==> config.mk <==
export PLATFORM = sky130hd
export DESIGN_NAME = jk_latch_driver_flat
export DESIGN_NICKNAME = d
export VERILOG_FILES = /design/src/rtl/jk_latch_driver_if.sv /design/src/rtl/jk_latch_driver.sv /design/src/flat_wrapper.sv
export SDC_FILE = /design/constraint.sdc
export NUM_CORES = 1
export LEC_CHECK = 0
export CAP_MARGIN = 20
export CORE_ASPECT_RATIO = 1.4
export CORE_MARGIN = 1.5
export CORE_UTILIZATION = 52
export DETAILED_ROUTE_END_ITERATION = 7
export GPL_TIMING_DRIVEN = 0
export PLACE_DENSITY_LB_ADDON = 0.1
export SLEW_MARGIN = 10
export SYNTH_ARGS = -nofsm -noshare
export SYNTH_HDL_FRONTEND = slang
export SYNTH_SLANG_ARGS = --single-unit
export TNS_END_PERCENT = 5
==> constraint.sdc <==
create_clock -name clk -period 2.35 [get_ports clk]
set_clock_uncertainty 0.2 [all_clocks]
set_input_delay 0.3525 -clock clk [delete_from_list [all_inputs] [get_ports clk]]
set_output_delay 0.3525 -clock clk [all_outputs]
set_load 0.02 [all_outputs]
==> src/rtl/jk_latch_driver_if.sv <==
// rtl/jk_latch_driver_if.sv - target stream handshake between sequencer and JK latch driver
interface jk_latch_driver_if;
  logic tgt_valid;
  logic tgt_bit;
  logic tgt_ready;

  modport master (output tgt_valid, output tgt_bit, input tgt_ready);
  modport slave  (input tgt_valid, input tgt_bit, output tgt_ready);
endinterface

==> src/rtl/jk_latch_driver.sv <==
// rtl/jk_latch_driver.sv - JK latch excitation driver with settle timeout; JK_DRIVER_TOGGLE_EN selects toggle excitation
module jk_latch_driver #(
  parameter int unsigned TIMEOUT_CYCLES = 4,
  parameter int unsigned ERR_CNT_W      = 8
) (
  input  logic                 clk,
  input  logic                 reset,
  jk_latch_driver_if.slave     tgt_if,
  input  logic                 q_fb,
  output logic                 j_out,
  output logic                 k_out,
  output logic                 busy,
  output logic                 done,
  output logic                 err,
  input  logic                 err_clr,
  output logic [ERR_CNT_W-1:0] err_cnt
);

  typedef enum logic [1:0] {
    ST_IDLE,
    ST_DRIVE,
    ST_WAIT
  } state_e;

  localparam logic [7:0] TIMER_LAST = 8'(TIMEOUT_CYCLES - 1);

  state_e               state_q;
  logic                 target_q;
  logic [7:0]           timer_q;
  logic                 j_q;
  logic                 k_q;
  logic                 busy_q;
  logic                 done_q;
  logic                 err_q;
  logic [ERR_CNT_W-1:0] err_cnt_q;

  logic                 match;
  logic                 j_d;
  logic                 k_d;
  logic [ERR_CNT_W-1:0] err_cnt_d;

  always_comb begin
    match     = (q_fb == target_q);
    err_cnt_d = (&err_cnt_q) ? err_cnt_q : err_cnt_q + 1'b1;
    j_d       = 1'b0;
    k_d       = 1'b0;
    // Excitation is taken from the incoming bit so it can be registered on the accept edge.
    if (q_fb != tgt_if.tgt_bit) begin
`ifdef JK_DRIVER_TOGGLE_EN
      j_d = 1'b1;
      k_d = 1'b1;
`else
      j_d = tgt_if.tgt_bit;
      k_d = ~tgt_if.tgt_bit;
`endif
    end
  end

  always_ff @(posedge clk) begin
    if (reset) begin
      state_q   <= ST_IDLE;
      target_q  <= 1'b0;
      timer_q   <= '0;
      j_q       <= 1'b0;
      k_q       <= 1'b0;
      busy_q    <= 1'b0;
      done_q    <= 1'b0;
      err_q     <= 1'b0;
      err_cnt_q <= '0;
    end else begin
      j_q    <= 1'b0;
      k_q    <= 1'b0;
      done_q <= 1'b0;
      // A timeout below overrides this clear on the same edge.
      if (err_clr) begin
        err_q <= 1'b0;
      end
      case (state_q)
        ST_IDLE: begin
          if (tgt_if.tgt_valid) begin
            target_q <= tgt_if.tgt_bit;
            j_q      <= j_d;
            k_q      <= k_d;
            busy_q   <= 1'b1;
            state_q  <= ST_DRIVE;
          end
        end
        ST_DRIVE: begin
          timer_q <= '0;
          state_q <= ST_WAIT;
        end
        ST_WAIT: begin
          if (match) begin
            done_q  <= 1'b1;
            busy_q  <= 1'b0;
            state_q <= ST_IDLE;
          end else if (timer_q == TIMER_LAST) begin
            err_q     <= 1'b1;
            err_cnt_q <= err_cnt_d;
            busy_q    <= 1'b0;
            state_q   <= ST_IDLE;
          end else begin
            timer_q <= timer_q + 8'd1;
          end
        end
        default: begin
          busy_q  <= 1'b0;
          state_q <= ST_IDLE;
        end
      endcase
    end
  end

  assign tgt_if.tgt_ready = (state_q == ST_IDLE);
  assign j_out            = j_q;
  assign k_out            = k_q;
  assign busy             = busy_q;
  assign done             = done_q;
  assign err              = err_q;
  assign err_cnt          = err_cnt_q;

endmodule

==> src/flat_wrapper.sv <==
// flat-port wrapper written by rule: the top's interface ports become plain ports
module jk_latch_driver_flat 
#(
  parameter int unsigned TIMEOUT_CYCLES = 4,
  parameter int unsigned ERR_CNT_W      = 8
)
  (clk, reset, q_fb, j_out, k_out, busy, done, err, err_clr, err_cnt, tgt_if_tgt_valid, tgt_if_tgt_bit, tgt_if_tgt_ready);
  jk_latch_driver_if tgt_if_i ();
  input  logic clk;
  input  logic reset;
  input  logic q_fb;
  output logic j_out;
  output logic k_out;
  output logic busy;
  output logic done;
  output logic err;
  input  logic err_clr;
  output logic [ERR_CNT_W-1:0] err_cnt;
  input wire logic [$bits(tgt_if_i.tgt_valid)-1:0] tgt_if_tgt_valid;
  input wire logic [$bits(tgt_if_i.tgt_bit)-1:0] tgt_if_tgt_bit;
  output wire logic [$bits(tgt_if_i.tgt_ready)-1:0] tgt_if_tgt_ready;
  assign tgt_if_i.tgt_valid = tgt_if_tgt_valid;
  assign tgt_if_i.tgt_bit = tgt_if_tgt_bit;
  assign tgt_if_tgt_ready = tgt_if_i.tgt_ready;
  jk_latch_driver #(.TIMEOUT_CYCLES(TIMEOUT_CYCLES), .ERR_CNT_W(ERR_CNT_W)) u_core (.clk(clk), .reset(reset), .tgt_if(tgt_if_i), .q_fb(q_fb), .j_out(j_out), .k_out(k_out), .busy(busy), .done(done), .err(err), .err_clr(err_clr), .err_cnt(err_cnt));
endmodule
==> flow_summary.json <==
{
  "synth_ff_type": "dfxtp_1",
  "synth_cells": 143,
  "slowest_delay_ns": 0.63,
  "wl_um": 2540,
  "antenna_cells": 0,
  "final_cell_mix": "dfxtp_1 (24), clkdlybuf4s50_1 (18), nand2_1 (16), a21oi_1 (13), o21ai_0 (8)",
  "crit_required_ns": 1.80,
  "maxCapViolations": 0,
  "fin_crit_sh": 0.928,
  "cts.hold.buffers_added": 0,
  "path_class": "register to output pin",
  "combinationalPowerShare": 0.346,
  "clock-sinks": 24,
  "setup_viol": 0,
  "vias": 1170,
  "ys_seq_area_frac": 0.388,
  "start_kind": "register",
  "hold_viol": 0,
  "yosysWarnings": 0,
  "synth_cell_types": 41,
  "syn-cell-area_sq_mm": 0.00124,
  "drive_gt1_frac": 0.0727,
  "grt_pass1_vias": 1113,
  "cellPowerDensity_mw_per_mm2": 686,
  "wl_per_cell_um": 13.6,
  "grt.overflow.total": 0,
  "worstPathMaxFanout": 5,
  "syn2layout_area_growth_pct": 20.6,
  "hpwl_um": 1910,
  "min_period_ns": 2.18,
  "synth_edf_count": 0,
  "antenna_found_initial": 0,
  "row_count": 20,
  "slew_headroom": 0.600,
  "clkSlewWorstSetupHoldPaths_ns": 0.13,
  "crit_path_end_kind": "output pin",
  "worst_pin_slew_ns": 0.594,
  "finalMaxSlewViolations": 0,
  "crit_chain": "inv_1, ha_1, clkdlybuf4s50_1",
  "die_h_um": 60.7,
  "grt_usage": 0.216,
  "wl_met3_um": 51,
  "io_buffers": 18,
  "p_seq_frac": 0.443,
  "met2WireLength_um": 1360,
  "vias_per_cell": 6.26,
  "p_leak_nw": 0.527,
  "path_buf_inv": 2,
  "cp_slowest_cell": "clkdlybuf4s50_1",
  "layout_commonest_cell": "dfxtp_1",
  "coreArea_sq_mm": 0.00220,
  "route.detailed.drc": 0,
  "clockBufferDepth": 2,
  "root_buffer": "clkbuf_4",
  "routabilityCongestion": 0.873,
  "cts_buffers": 3,
  "die_area_sq_mm": 0.00269,
  "outcome": "complete, no violations",
  "dp_cells": 183,
  "finalCoreUtilization": 0.678,
  "drt-met1-wl_um": 1070,
  "p_int_mw": 0.665,
  "pwr-share-clk": 0.212,
  "holdWs_ns": 0.263,
  "switchingPower_mw": 0.359,
  "fmax_mhz": 458,
  "grt_pass1_wl_um": 4380,
  "ys_seq_elements": 24,
  "synthArstFlopShare": 0,
  "antenna_left": 0,
  "nNetsFinal": 178,
  "syn_nets": 155,
  "h-tree-depth": 1,
  "clk_latency_ns": 0.31,
  "stdcell_count": 187,
  "postCtsResizedCells": 0,
  "cts_tree": "built",
  "io_pins": 20,
  "rsz0062_at_grt": "no",
  "top_layer": "met4",
  "synth_area_per_cell_sq_um": 8.65,
  "dr.pass1.iters": 4,
  "start_util": 0.562,
  "drt_iter0_drc": 33,
  "fin_tns_setup_ns": 0,
  "ir_worst_vdd_mv": 0.823,
  "die-width_um": 44.2,
  "grt_max_degree": 14,
  "post_cts_buffers": 0,
  "crit_arrival_ns": 1.63,
  "crit_family": "buffers and inverters",
  "power_switching_share": 0.350,
  "hold_path_class": "input port to register"
}
-- Yosys cell counts, types with 2 or more instances --
library cell	n	area [sq um]
nand4_1	6	37.5
nor4b_1	2	17.5
nor3_1	3	15.0
buf_2	4	20.0
nand2_1	16	60.1
nand2b_1	2	12.5
and3_1	2	12.5
o21ai_0	8	40.0
or4_1	3	22.5
o31ai_1	2	15.0
ha_1	6	75.1
o21a_1	4	30.0
a21oi_1	13	65.1
nor2_1	4	15.0
nand3_1	4	20.0
dfxtp_1	24	480
nand3b_1	2	15.0
mux2i_1	3	30.0
or3_1	4	25.0
inv_1	5	18.8
a31oi_1	6	37.5
-- per-stage QoR --
stage / instance area (sq um) / power [mW] / worst slack [ns]
2_1_floorplan: 1240 / 0.704 / 0.368
3_3_place_gp: 1450 / 0.805 / -0.0491
3_5_place_dp: 1450 / 0.811 / -0.104
4_1_cts: 1480 / 1.03 / 0.101
5_1_grt: 1490 / 1.09 / 0.000760
6_report: 1490 / 1.02 / 0.168
-- kinds of logic after synthesis --
group,Yosys count,synth area share
simple gates,57,0.279
compound gates,40,0.200
flops,24,0.388
buf+inv,12,0.0404
fa+ha+maj,6,0.0607
mux,3,0.0243
xor+xnor,1,0.00708
-- registers in the layout, indices dropped and copies added, names as in the netlist --
name             count
u_core.err           1
u_core.done          1
u_core.j_out         1
u_core.target_q      1
u_core.timer_q       8
u_core.state_q       2
u_core.k_out         1
u_core.err_cnt       8
u_core.busy          1
-- area by class of cell --
class / instances / area, sq um
Buffer: 6 / 27.5
Clock buffer: 4 / 36.3
Sequential cell: 24 / 480
Timing Repair Buffer: 18 / 180
Multi-Input combinational cell: 107 / 718
Fill cell: 190 / 709
Tap cell: 22 / 27.5
Inverter: 6 / 22.5
-- power by group through the flow --
stage               clock [mW]  sequential [mW]  combinational (mW)
floorplan                    0            0.473               0.231
global placement             0            0.461               0.343
global route             0.236            0.458               0.392
detailed placement           0            0.463               0.348
finish                   0.217            0.453               0.354
CTS                      0.218            0.454               0.354
-- metal layers --
metal,up-vias,GRT usage
met5,-,0
met2,15,0.387
li1,577,-
met1,571,0.245
met3,7,0.0179
met4,0,0.130
-- path summary, 6_finish.rpt --
check                          from           endpoint  slack [ns]  cells past startpoint
hold reg to reg         u_core.busy        u_core.busy        0.28                      2
setup reg to reg  u_core.timer_q[0]  u_core.err_cnt[2]        0.18                      6
setup / recovery  u_core.state_q[0]   tgt_if_tgt_ready        0.17                      3
hold / removal                reset  u_core.timer_q[2]        0.26                      2
Note: power is estimated with default switching activity, not from simulation.
==> RTL change: new RTL, same flow settings <==
The 3 states of `state_e` get a one-hot encoding in 3 bits.
--- a/src/rtl/jk_latch_driver.sv
+++ b/src/rtl/jk_latch_driver.sv
@@ -18,6 +18,6 @@
 
-  typedef enum logic [1:0] {
-    ST_IDLE,
-    ST_DRIVE,
-    ST_WAIT
+  typedef enum logic [2:0] {
+    ST_IDLE  = 3'b001,
+    ST_DRIVE = 3'b010,
+    ST_WAIT  = 3'b100
   } state_e;
Function: no difference found for any inputs over 10 cycles, from zero or initial values and one cycle with reset high; not proved beyond that.
==> RTL change against the unedited design <==
  * The run now ends with negative setup slack left
  * Design area grew 0.92%
  * Die area shrank 4.2%
  * Non-clock buffer count increased by 2
  * Utilization rose by 2.2 points
  * Via count is 4.4% lower
  * First-iteration DRC count down 9.1%
  * Critical endpoint is now u_core.err_cnt[7]
  * Sequential cell count is 1 higher
  * Area after synthesis fell by 4.4%
  * Setup slack got worse by 0.26 ns
  * Synthesized cell count is 3.5% lower
  * Wire length rose by 3.3%
Power is not compared: it rests on default switching activity, and its combinational part moved more than twofold at a synthesized area within 25%.
==> RTL change: results (changes against the unedited design) <==
Placement
  • GP Congestion: 0.843 (was 0.873)
  • Placed Cells: 179 (was 183)
  • Placed inst area: 1440 um^2 (was 1450 um^2)

Route
  • Final WL: 2620 um (was 2540 um)
  • Metal1 wirelength: 1120 um (was 1070 um)
  • Length of routed met3 wiring: 91 um (was 51 um)
  • DR WL/cell: 14.3 um (was 13.6 um)
  • Vias/cell: 6.08 (was 6.26)
  • Met2 wire len: 1380 um (was 1360 um)

Status
  • Violated checks: negative setup slack
  • Status: complete, but fails checks (was finished, final reports clean)

Critical path
  • Critical path peak fanout: 7 (was 5)
  • Worst path max stage delay: 0.52 ns (was 0.63 ns)
  • Crit path DAT: 2.50 ns (was 1.63 ns)
  • CP delay by family, top: simple AND/OR/NAND/NOR gates (was buffers and inverters)
  • Crit. Startpoint: u_core.timer_q[1] (was u_core.state_q[0])
  • Worst path slowest cell: or4_1 (was clkdlybuf4s50_1)
  • CP Class: reg2reg (was reg2out)

Global route
  • First-pass GRT wire length: 4280 um (was 4380 um)
  • All-Layer GR Usage: 21.7% (was 21.6%)
  • Vias in the first global route: 1022 (was 1113)
  • M2 GR Usage: 37.7% (was 38.7%)

Yosys
  • Register area share after synthesis: 42.3% (was 38.8%)
  • Synth Instances: 138 (was 143)
  • Yosys cell types: 35 (was 41)

Timing
  • Final setup violation count: 5 (was 0)
  • Final WS setup: -0.0873 ns (was 0.168 ns)
  • Worst hold slack: 0.286 ns (was 0.263 ns)

Hold path
  • Hold endpoint: u_core.err (was u_core.timer_q[2])
  • Min-delay worst type: reg2reg (was in2reg)

Clock network
  • Setup bufs post-CTS: 2 (was 0)
  • Post_cts resized: 7 (was 0)

Layout
  • Share of cells above drive strength 1: 11.7% (was 7.27%)
  • Seq. cell area: 505 um^2 (was 480 um^2)
[RTL change: per-stage QoR]
step / power [mW] / setup TNS (ns)
2_1_floorplan: 0.474 / -0.175
3_3_place_gp: 0.499 / -2.70
3_5_place_dp: 0.500 / -2.96
4_1_cts: 0.708 / -0.243
5_1_grt: 0.726 / -0.760
6_report: 0.697 / -0.277
[RTL change: cell families after synthesis]
group           Yosys count  share of synthesized area (%)
fa+ha+maj                 2                           2.12
compound gates           33                           17.0
buf+inv                  14                           4.66
xor+xnor                  3                           2.22
flops                    25                           42.3
simple gates             58                           29.0
mux                       3                           2.65
[RTL change: area by class of cell]
type                            instances  share of cell area, %
Timing Repair Buffer                   21                   13.5
Buffer                                  5                   1.74
Clock buffer                            3                   1.50
Tap cell                               22                   1.83
Multi-Input combinational cell         99                   45.3
Inverter                                8                   1.99
Sequential cell                        25                   33.6
Clock inverter                          1                  0.581
